<file path="src/rtl/addressable_shift_buffer.sv">
// addressable_shift_buffer
//   Shift-history buffer. A push shifts din into slot 0 and ages every stored
//   word by one slot. A pop retires the oldest valid word (slot count-1). Any
//   slot can be read by age index with one cycle of registered latency. The
//   read is write-through: it returns what the slot holds after this cycle's
//   push/pop.
//
//   Optional feature macro: ADDR_SHIFT_BUF_CLEAR_ON_POP_EN
//     defined   - a popped slot is zeroed, and reads of invalid slots return 0
//     undefined - popped slots keep stale data, and invalid reads return it
//                 with dout_valid low
//
//   Handshake: there is no valid/ready pair. push and pop are single-cycle
//   strobes, sampled at each rising edge and always accepted with no stall.
//   Misuse is flagged by one-cycle pulses: overflow (push while full, oldest
//   word dropped) and underflow (pop while empty).
module addressable_shift_buffer #(
    parameter  int WIDTH = 32,
    parameter  int DEPTH = 32,
    localparam int AW    = $clog2(DEPTH)
) (
    input  logic             clk,
    input  logic             rst,
    input  logic             push,
    input  logic [WIDTH-1:0] din,
    input  logic             pop,
    input  logic [AW-1:0]    addr,
    output logic [WIDTH-1:0] dout,
    output logic             dout_valid,
    output logic [AW:0]      count,
    output logic             full,
    output logic             empty,
    output logic             overflow,
    output logic             underflow
);

    localparam logic [AW:0] DEPTH_C = (AW+1)'(DEPTH);

    logic [WIDTH-1:0] data_q [DEPTH];
    logic [WIDTH-1:0] data_d [DEPTH];
    logic [AW:0]      count_q, count_d;
    logic [WIDTH-1:0] dout_q, dout_d;
    logic             dout_valid_q, dout_valid_d;
    logic             overflow_q, overflow_d;
    logic             underflow_q, underflow_d;

    logic             full_w;
    logic             empty_w;
    logic             addr_in_range;

    // Status comes straight from the count register.
    assign full_w        = (count_q == DEPTH_C);
    assign empty_w       = (count_q == '0);
    // Only reachable with a non-power-of-two DEPTH.
    assign addr_in_range = ({1'b0, addr} < DEPTH_C);

`ifdef ADDR_SHIFT_BUF_CLEAR_ON_POP_EN
    // Index of the oldest valid slot; only meaningful while count > 0.
    logic [AW-1:0] oldest_slot;
    assign oldest_slot = count_q[AW-1:0] - 1'b1;
`endif

    // Occupancy update and misuse pulses.
    always_comb begin
        count_d     = count_q;
        overflow_d  = 1'b0;
        underflow_d = 1'b0;
        if (push && pop) begin
            // The shift ages the data and the pop retires the oldest entry.
            if (empty_w) begin
                count_d     = (AW+1)'(1);
                underflow_d = 1'b1;
            end
        end else if (push) begin
            if (full_w) begin
                overflow_d = 1'b1;
            end else begin
                count_d = count_q + 1'b1;
            end
        end else if (pop) begin
            if (empty_w) begin
                underflow_d = 1'b1;
            end else begin
                count_d = count_q - 1'b1;
            end
        end
    end

    // Storage update: shift on push, optionally clear the retired slot.
    always_comb begin
        data_d = data_q;
        if (push) begin
            for (int i = DEPTH - 1; i > 0; i--) begin
                data_d[i] = data_q[i-1];
            end
            data_d[0] = din;
        end
`ifdef ADDR_SHIFT_BUF_CLEAR_ON_POP_EN
        if (pop && !empty_w) begin
            if (push) begin
                // After the shift the retired word sits at index count; when
                // full it has already fallen off the end.
                if (!full_w) begin
                    data_d[count_q[AW-1:0]] = '0;
                end
            end else begin
                data_d[oldest_slot] = '0;
            end
        end
`endif
    end

    // Write-through read of the post-update state.
    always_comb begin
        dout_valid_d = addr_in_range && ({1'b0, addr} < count_d);
        dout_d       = '0;
        if (addr_in_range) begin
            dout_d = data_d[addr];
        end
`ifdef ADDR_SHIFT_BUF_CLEAR_ON_POP_EN
        if (!dout_valid_d) begin
            dout_d = '0;
        end
`endif
    end

    // State registers with synchronous reset that overrides push/pop.
    always_ff @(posedge clk) begin
        if (rst) begin
            for (int i = 0; i < DEPTH; i++) begin
                data_q[i] <= '0;
            end
            count_q      <= '0;
            dout_q       <= '0;
            dout_valid_q <= 1'b0;
            overflow_q   <= 1'b0;
            underflow_q  <= 1'b0;
        end else begin
            data_q       <= data_d;
            count_q      <= count_d;
            dout_q       <= dout_d;
            dout_valid_q <= dout_valid_d;
            overflow_q   <= overflow_d;
            underflow_q  <= underflow_d;
        end
    end

    assign dout       = dout_q;
    assign dout_valid = dout_valid_q;
    assign count      = count_q;
    assign full       = full_w;
    assign empty      = empty_w;
    assign overflow   = overflow_q;
    assign underflow  = underflow_q;

endmodule

</file>
<file path="config.mk">
export PLATFORM = sky130hd
export DESIGN_NAME = addressable_shift_buffer
export DESIGN_NICKNAME = d
export VERILOG_FILES = /design/src/rtl/addressable_shift_buffer.sv
export SDC_FILE = /design/constraint.sdc
export NUM_CORES = 2
export LEC_CHECK = 0
export BUFFER_PORTS_ARGS = -buffer_cell sky130_fd_sc_hd__buf_2
export CAP_MARGIN = 10
export CORE_MARGIN = 3
export CORE_UTILIZATION = 58
export DETAILED_ROUTE_END_ITERATION = 7
export MAX_ROUTING_LAYER = met4
export PLACE_DENSITY = 0.77
export SETUP_SLACK_MARGIN = 0.4
export SYNTH_ARGS = -nofsm -noshare
export SYNTH_HDL_FRONTEND = slang
export SYNTH_SLANG_ARGS = --single-unit
export TNS_END_PERCENT = 1
</file>
<file path="constraint.sdc">
create_clock -name clk -period 3.7 [get_ports clk]
set_clock_uncertainty 0.15 [all_clocks]
set_input_delay 1.11 -clock clk [delete_from_list [all_inputs] [get_ports clk]]
set_output_delay 1.11 -clock clk [all_outputs]
set_load 0.05 [all_outputs]
</file>
-- Yosys cells after proc, flatten, opt, wreduce, memory -nomap -nowiden
Index checks and enable logic that the tools add are counted.
- register bits after elaboration: 1065
- input bits: 41
- add/subtract/negate cells: 2
- order comparisons: 2
- eq/ne operators: 1
- mux-type cells: 15
- bitwise logic cells: 2
- reduce and logical (&&, ||, !) cells: 3
- operators by type and width (cell ; count):
    2-to-1 mux 1024 bit ; 1
    binary-select mux 32 bit (select 5 bit) ; 1
    2-to-1 mux 32 bit ; 2
    2-to-1 mux 6 bit ; 6
    adder 6 x 1 -> 6 bit (second input constant) ; 1
    == test 6 bit (second input constant) ; 1
    >= comparator 6 bit (second input constant) ; 1
    logical NOT 6 bit ; 1
    less-than comparator 5 x 6 -> 1 bit ; 1
    inverter 5 -> 6 bit ; 1
    subtractor 6 x 1 -> 6 bit (second input constant) ; 1
    2-to-1 mux 1 bit ; 5
    OR reduction 3 bit ; 1
    logical AND 1 bit ; 1
    inverter 1 bit ; 1

-- Longest topological paths before layout
- word-level depth: 6
- depth in mapped cells: 13

-- Worst setup path before layout
No wires, ideal clock.
- path type: input-to-reg
- start: input push
- end: register dout_valid_q, in the netlist dout_valid
- setup time: 0.059 ns
- arrival: 3.341 ns
- data required time: 3.491 ns
- slack: 0.149 ns
- stages: 11
- path buffers: 4
- path through: buf_2 -> buf_4 -> buf_2 -> clkbuf_1 -> a221o_1 -> a22oi_1 -> ha_1 -> a21o_1 -> a211oi_1 -> nor3b_1 -> a221o_1
- word-level cells in the longest chain between the ends: 3
- elaborated cells between the ends (all ways): 4
- those cells by class: order compare (1); mux (2); reduce/logical (1)
- ends and longest elaborated chain (element ; line ; source):
    start: declaration ; 24 ; input logic push,
    2-to-1 mux 6 bit or logical AND 1 bit (tied branches) ; 74, 68 ;
    2-to-1 mux 6 bit * ; 68 ; if (push && pop) begin
    less-than comparator 5 x 6 -> 1 bit * ; 115 ; dout_valid_d = addr_in_range && ({1'b0, addr} < count_d);
    end signal: assignment ; 142 ; dout_valid_q <= dout_valid_d;
    end: declaration ; 43 ; logic dout_valid_q, dout_valid_d;
Mark *: on every way between the ends. The rest lies on a longest branch, timed or not.
A chain may end at the register's enable or synchronous reset.

-- Worst setup path in the final report
- start: register count_q[2], in the netlist count[2]
- end: output full
- word-level cells in the longest chain between the ends: 1
- ends and longest elaborated chain (element ; line ; source):
    start: declaration ; 41 ; logic [AW:0] count_q, count_d;
    start signal: assignment ; 140 ; count_q <= count_d;
    == test 6 bit ; 52 ; assign full_w = (count_q == DEPTH_C);
    end: declaration ; 31 ; output logic full,
No other way between the ends.

==> key figures <==
Global route
  – Initial antenna violation count: 2
  – Gr usage total: 27.3%
  – Vias in the first global route: 40000
  – Global-route wire length before repair: 216000 microns
  – Largest net degree at the start of global routing: 112
  – Gr ovfl total: 0

STA
  – Final worst path period share: 87.8%
  – Max Transition Viols Final: 0
  – Fin. Hold Viols: 0
  – Fin Setup TNS: 0 ns
  – Final setup fails: 0
  – Hold_ws: 0.344 ns
  – Tmin final: 3.25 ns
  – Slew @ Worst Pin: 1.22 ns
  – Highest Clock Rate: 0.308 GHz
  – Unrepaired setup endpoints after global routing: yes
  – Rel. slew slack: 18.6%

Detailed routing
  – Post-route antenna net violation count: 0
  – Vias per inst: 5.96
  – Drt first pass iters: 8
  – # DRC: 0
  – Routed len/inst: 19.0 microns
  – Routed WL: 135000 microns
  – Drt initial violations: 3024
  – Via Count: 42400

Worst setup path
  – Crit Path Max Fanout: 12
  – CP Launch Type: flip-flop
  – Crit. End Element: primary output
  – Worst endpoint required time: 2.44 ns
  – Setup CP Type: reg -> out
  – Data arrival, critical path: 1.99 ns

Finish
  – Fill count: 7466
  – Nets: 5816
  – Area delta synth->final: 11.2%
  – Share of layout cells above drive strength 1: 9.71%

Logic synthesis
  – Sequential area share after synthesis: 38.8%
  – Ys Warns: 0
  – Synth Instances: 5826
  – Synth async-reset ratio: 0%
  – Mean post-synth cell area: 9.43 sq um
  – Synth Cell Area: 54900 sq um
  – Flops & latches, synth: 1065
  – Top FF cell, synth: dfxtp_1
  – Synth unique cells: 47
  – Syn_nets: 5875
  – EDFF count, synth: 0

Floorplan
  – I/O Pins: 84
  – Std cell rows: 112
  – Die Ht: 314 microns
  – Die X: 314 microns
  – Die Footprint: 98500 sq um
  – Core ar.: 93600 sq um
  – Initial core utilization: 58.7%

Power
  – Logic gate share of total power: 10.8%
  – P_sw: 6.37 mW
  – Internal power: 19.3 mW
  – VDD IR max: 377 uV
  – Leak: 27.5 nW
  – Sw Ratio: 24.8%
  – Pwr/cell area: 421 nW/um^2
  – Clock power frac: 43.9%
  – Seq pwr share: 45.3%

Flow run
  – Max cap viols: 0

CTS
  – Clock latency on the worst-skew pair: 0.66 ns
  – H-tree levels: 3
  – CTS clock-pin slew for the worst setup and hold paths: 0.06 ns
  – CTS tree: yes
  – CTS Buf Count: 108
  – Clock Path Buffers: 3
  – Root buffer cell: clkbuf_16
  – Clk sinks: 1065

Place
  – Gpl congestion: 0.829
  – Hpwl dp: 84900 microns
  – Port buffer count: 83

Run status
  – Status: complete, no violations

Min path
  – Tightest Hold Check Type: reg -> reg
-- state kept, by name, summed over array words and instances, names as in the netlist --
register,count
dout_valid,1
overflow,1
dout,32
data_q,1024
count,6
underflow,1
-- cells in the mapped netlist (3+ instances only) --
cell type | number | area (sq um)
buf_1 | 25 | 93.8
clkbuf_1 | 224 | 841
a211oi_1 | 230 | 1730
o21ai_1 | 5 | 25.0
a31oi_1 | 96 | 601
o21ai_0 | 63 | 315
nor2b_1 | 102 | 638
nand2b_1 | 5 | 31.3
nor4b_1 | 3 | 26.3
o22ai_1 | 97 | 607
buf_6 | 21 | 236
o211ai_1 | 33 | 248
nor2_1 | 1099 | 4130
nand2_1 | 329 | 1230
inv_1 | 6 | 22.5
a221o_1 | 3 | 30.0
buf_4 | 42 | 315
a21oi_1 | 6 | 30.0
o31a_1 | 32 | 280
o211a_1 | 32 | 320
mux4_2 | 32 | 721
mux2i_1 | 1921 | 19200
nand3_1 | 130 | 651
buf_2 | 194 | 971
dfxtp_1 | 1065 | 21300
ha_1 | 8 | 100
-- logic make-up (layout without fill, tap and decap cells) --
logic type | count (synthesis) | count (layout) | synth area share, %
AO/OA/AOI/OAI | 605 | 605 | 7.73
XOR/XNOR | 2 | 2 | 0.0456
adder cells (fa/ha/maj) | 8 | 8 | 0.182
buffers and inverters | 512 | 538 | 4.51
flip-flops | 1065 | 1065 | 38.8
multiplexers | 1953 | 1953 | 36.3
other | 0 | 2 | 0
AND/OR/NAND/NOR | 1681 | 1681 | 12.4
-- placed cells by master (no fill, tap or decap), drive strengths merged, types with 5 or more instances in the layout --
cell type / count
nand2b: 5
nor2b: 102
mux2i: 1921
nand3: 130
o31a: 32
o21ai: 68
clkinv: 20
inv: 7
a31oi: 96
dfxtp: 1065
buf: 336
nor2: 1099
o22ai: 97
ha: 8
a21oi: 6
o211a: 32
a211oi: 230
o211ai: 33
bufinv: 10
nand2: 329
clkbuf: 164
mux4: 32
-- stage by stage --
step                      instances  power, mW  util [%]  cell area (sq um)  setup WS, ns
after detailed placement       6906       14.6      61.2              57300        0.0767
after global routing           7107       26.5      65.2              61100         0.396
after global placement         6906       14.5      61.2              57300         0.138
final                          7108       25.7      65.2              61100         0.450
after CTS                      7106       25.8      65.2              61100         0.417
after floorplan                5826       13.8         -              55000         0.402
-- critical path, stage by stage, from the launching register on --
cell and delay, ns:
dfxtp_1 0.44, or4b_4 0.60, nor2_4 0.13, buf_8 0.16
-- layer usage --
metal | share of wire (%) | vias up | track usage, %
met1 | 46 | 20600 | 37.0
met2 | 46 | 1025 | 43.3
met5 | 0 | - | -
met4 | 2.7 | 0 | 8.03
met3 | 4.9 | 241 | 2.97
li1 | - | 20500 | -
-- cell type report --
| cell class | count | area [sq um] | share of cell area [%] |
|---|---|---|---|
| flip-flops and latches | 1065 | 21300 | 34.9 |
| repair buffers | 337 | 3210 | 5.25 |
| inverters | 6 | 27.5 | 0.0451 |
| diodes | 2 | 5.00 | 0.00820 |
| clock buffers | 163 | 3260 | 5.34 |
| clock inverters | 32 | 417 | 0.682 |
| well taps | 1254 | 1570 | 2.57 |
| multi-input cells | 4249 | 31300 | 51.2 |
-- power by group through the flow --
stage / sequential [mW] / clock [mW] / combinational [mW]
global placement: 11.9 / 0 / 2.65
floorplan: 12.0 / 0 / 1.80
global route: 11.6 / 11.9 / 2.91
finish: 11.6 / 11.3 / 2.78
detailed placement: 11.9 / 0 / 2.67
CTS: 11.6 / 11.4 / 2.73
-- final timing paths --
kind	from	depth (start not counted)	slack (ns)	end
min	data_q[2]$_SDFF_PP0_	2	0.34	data_q[2]$_SDFF_PP0_
max reg2reg	count[2]$_SDFF_PP0_	10	0.68	dout_valid$_SDFF_PP0_
min reg2reg	data_q[2]$_SDFF_PP0_	2	0.34	data_q[2]$_SDFF_PP0_
max	count[2]$_SDFF_PP0_	3	0.45	full
-- timing repair --
| action | 4_1_cts | 5_1_grt |
|---|---|---|
| hold buffers | 0 | 0 |
| endpoints found under the setup margin | 2 | 2 |
| gates resized for setup | 11 | 2 |
| pin swaps | 2 | 1 |
| buffers inserted | 5 | 0 |
(Power assumes the default switching activity.)
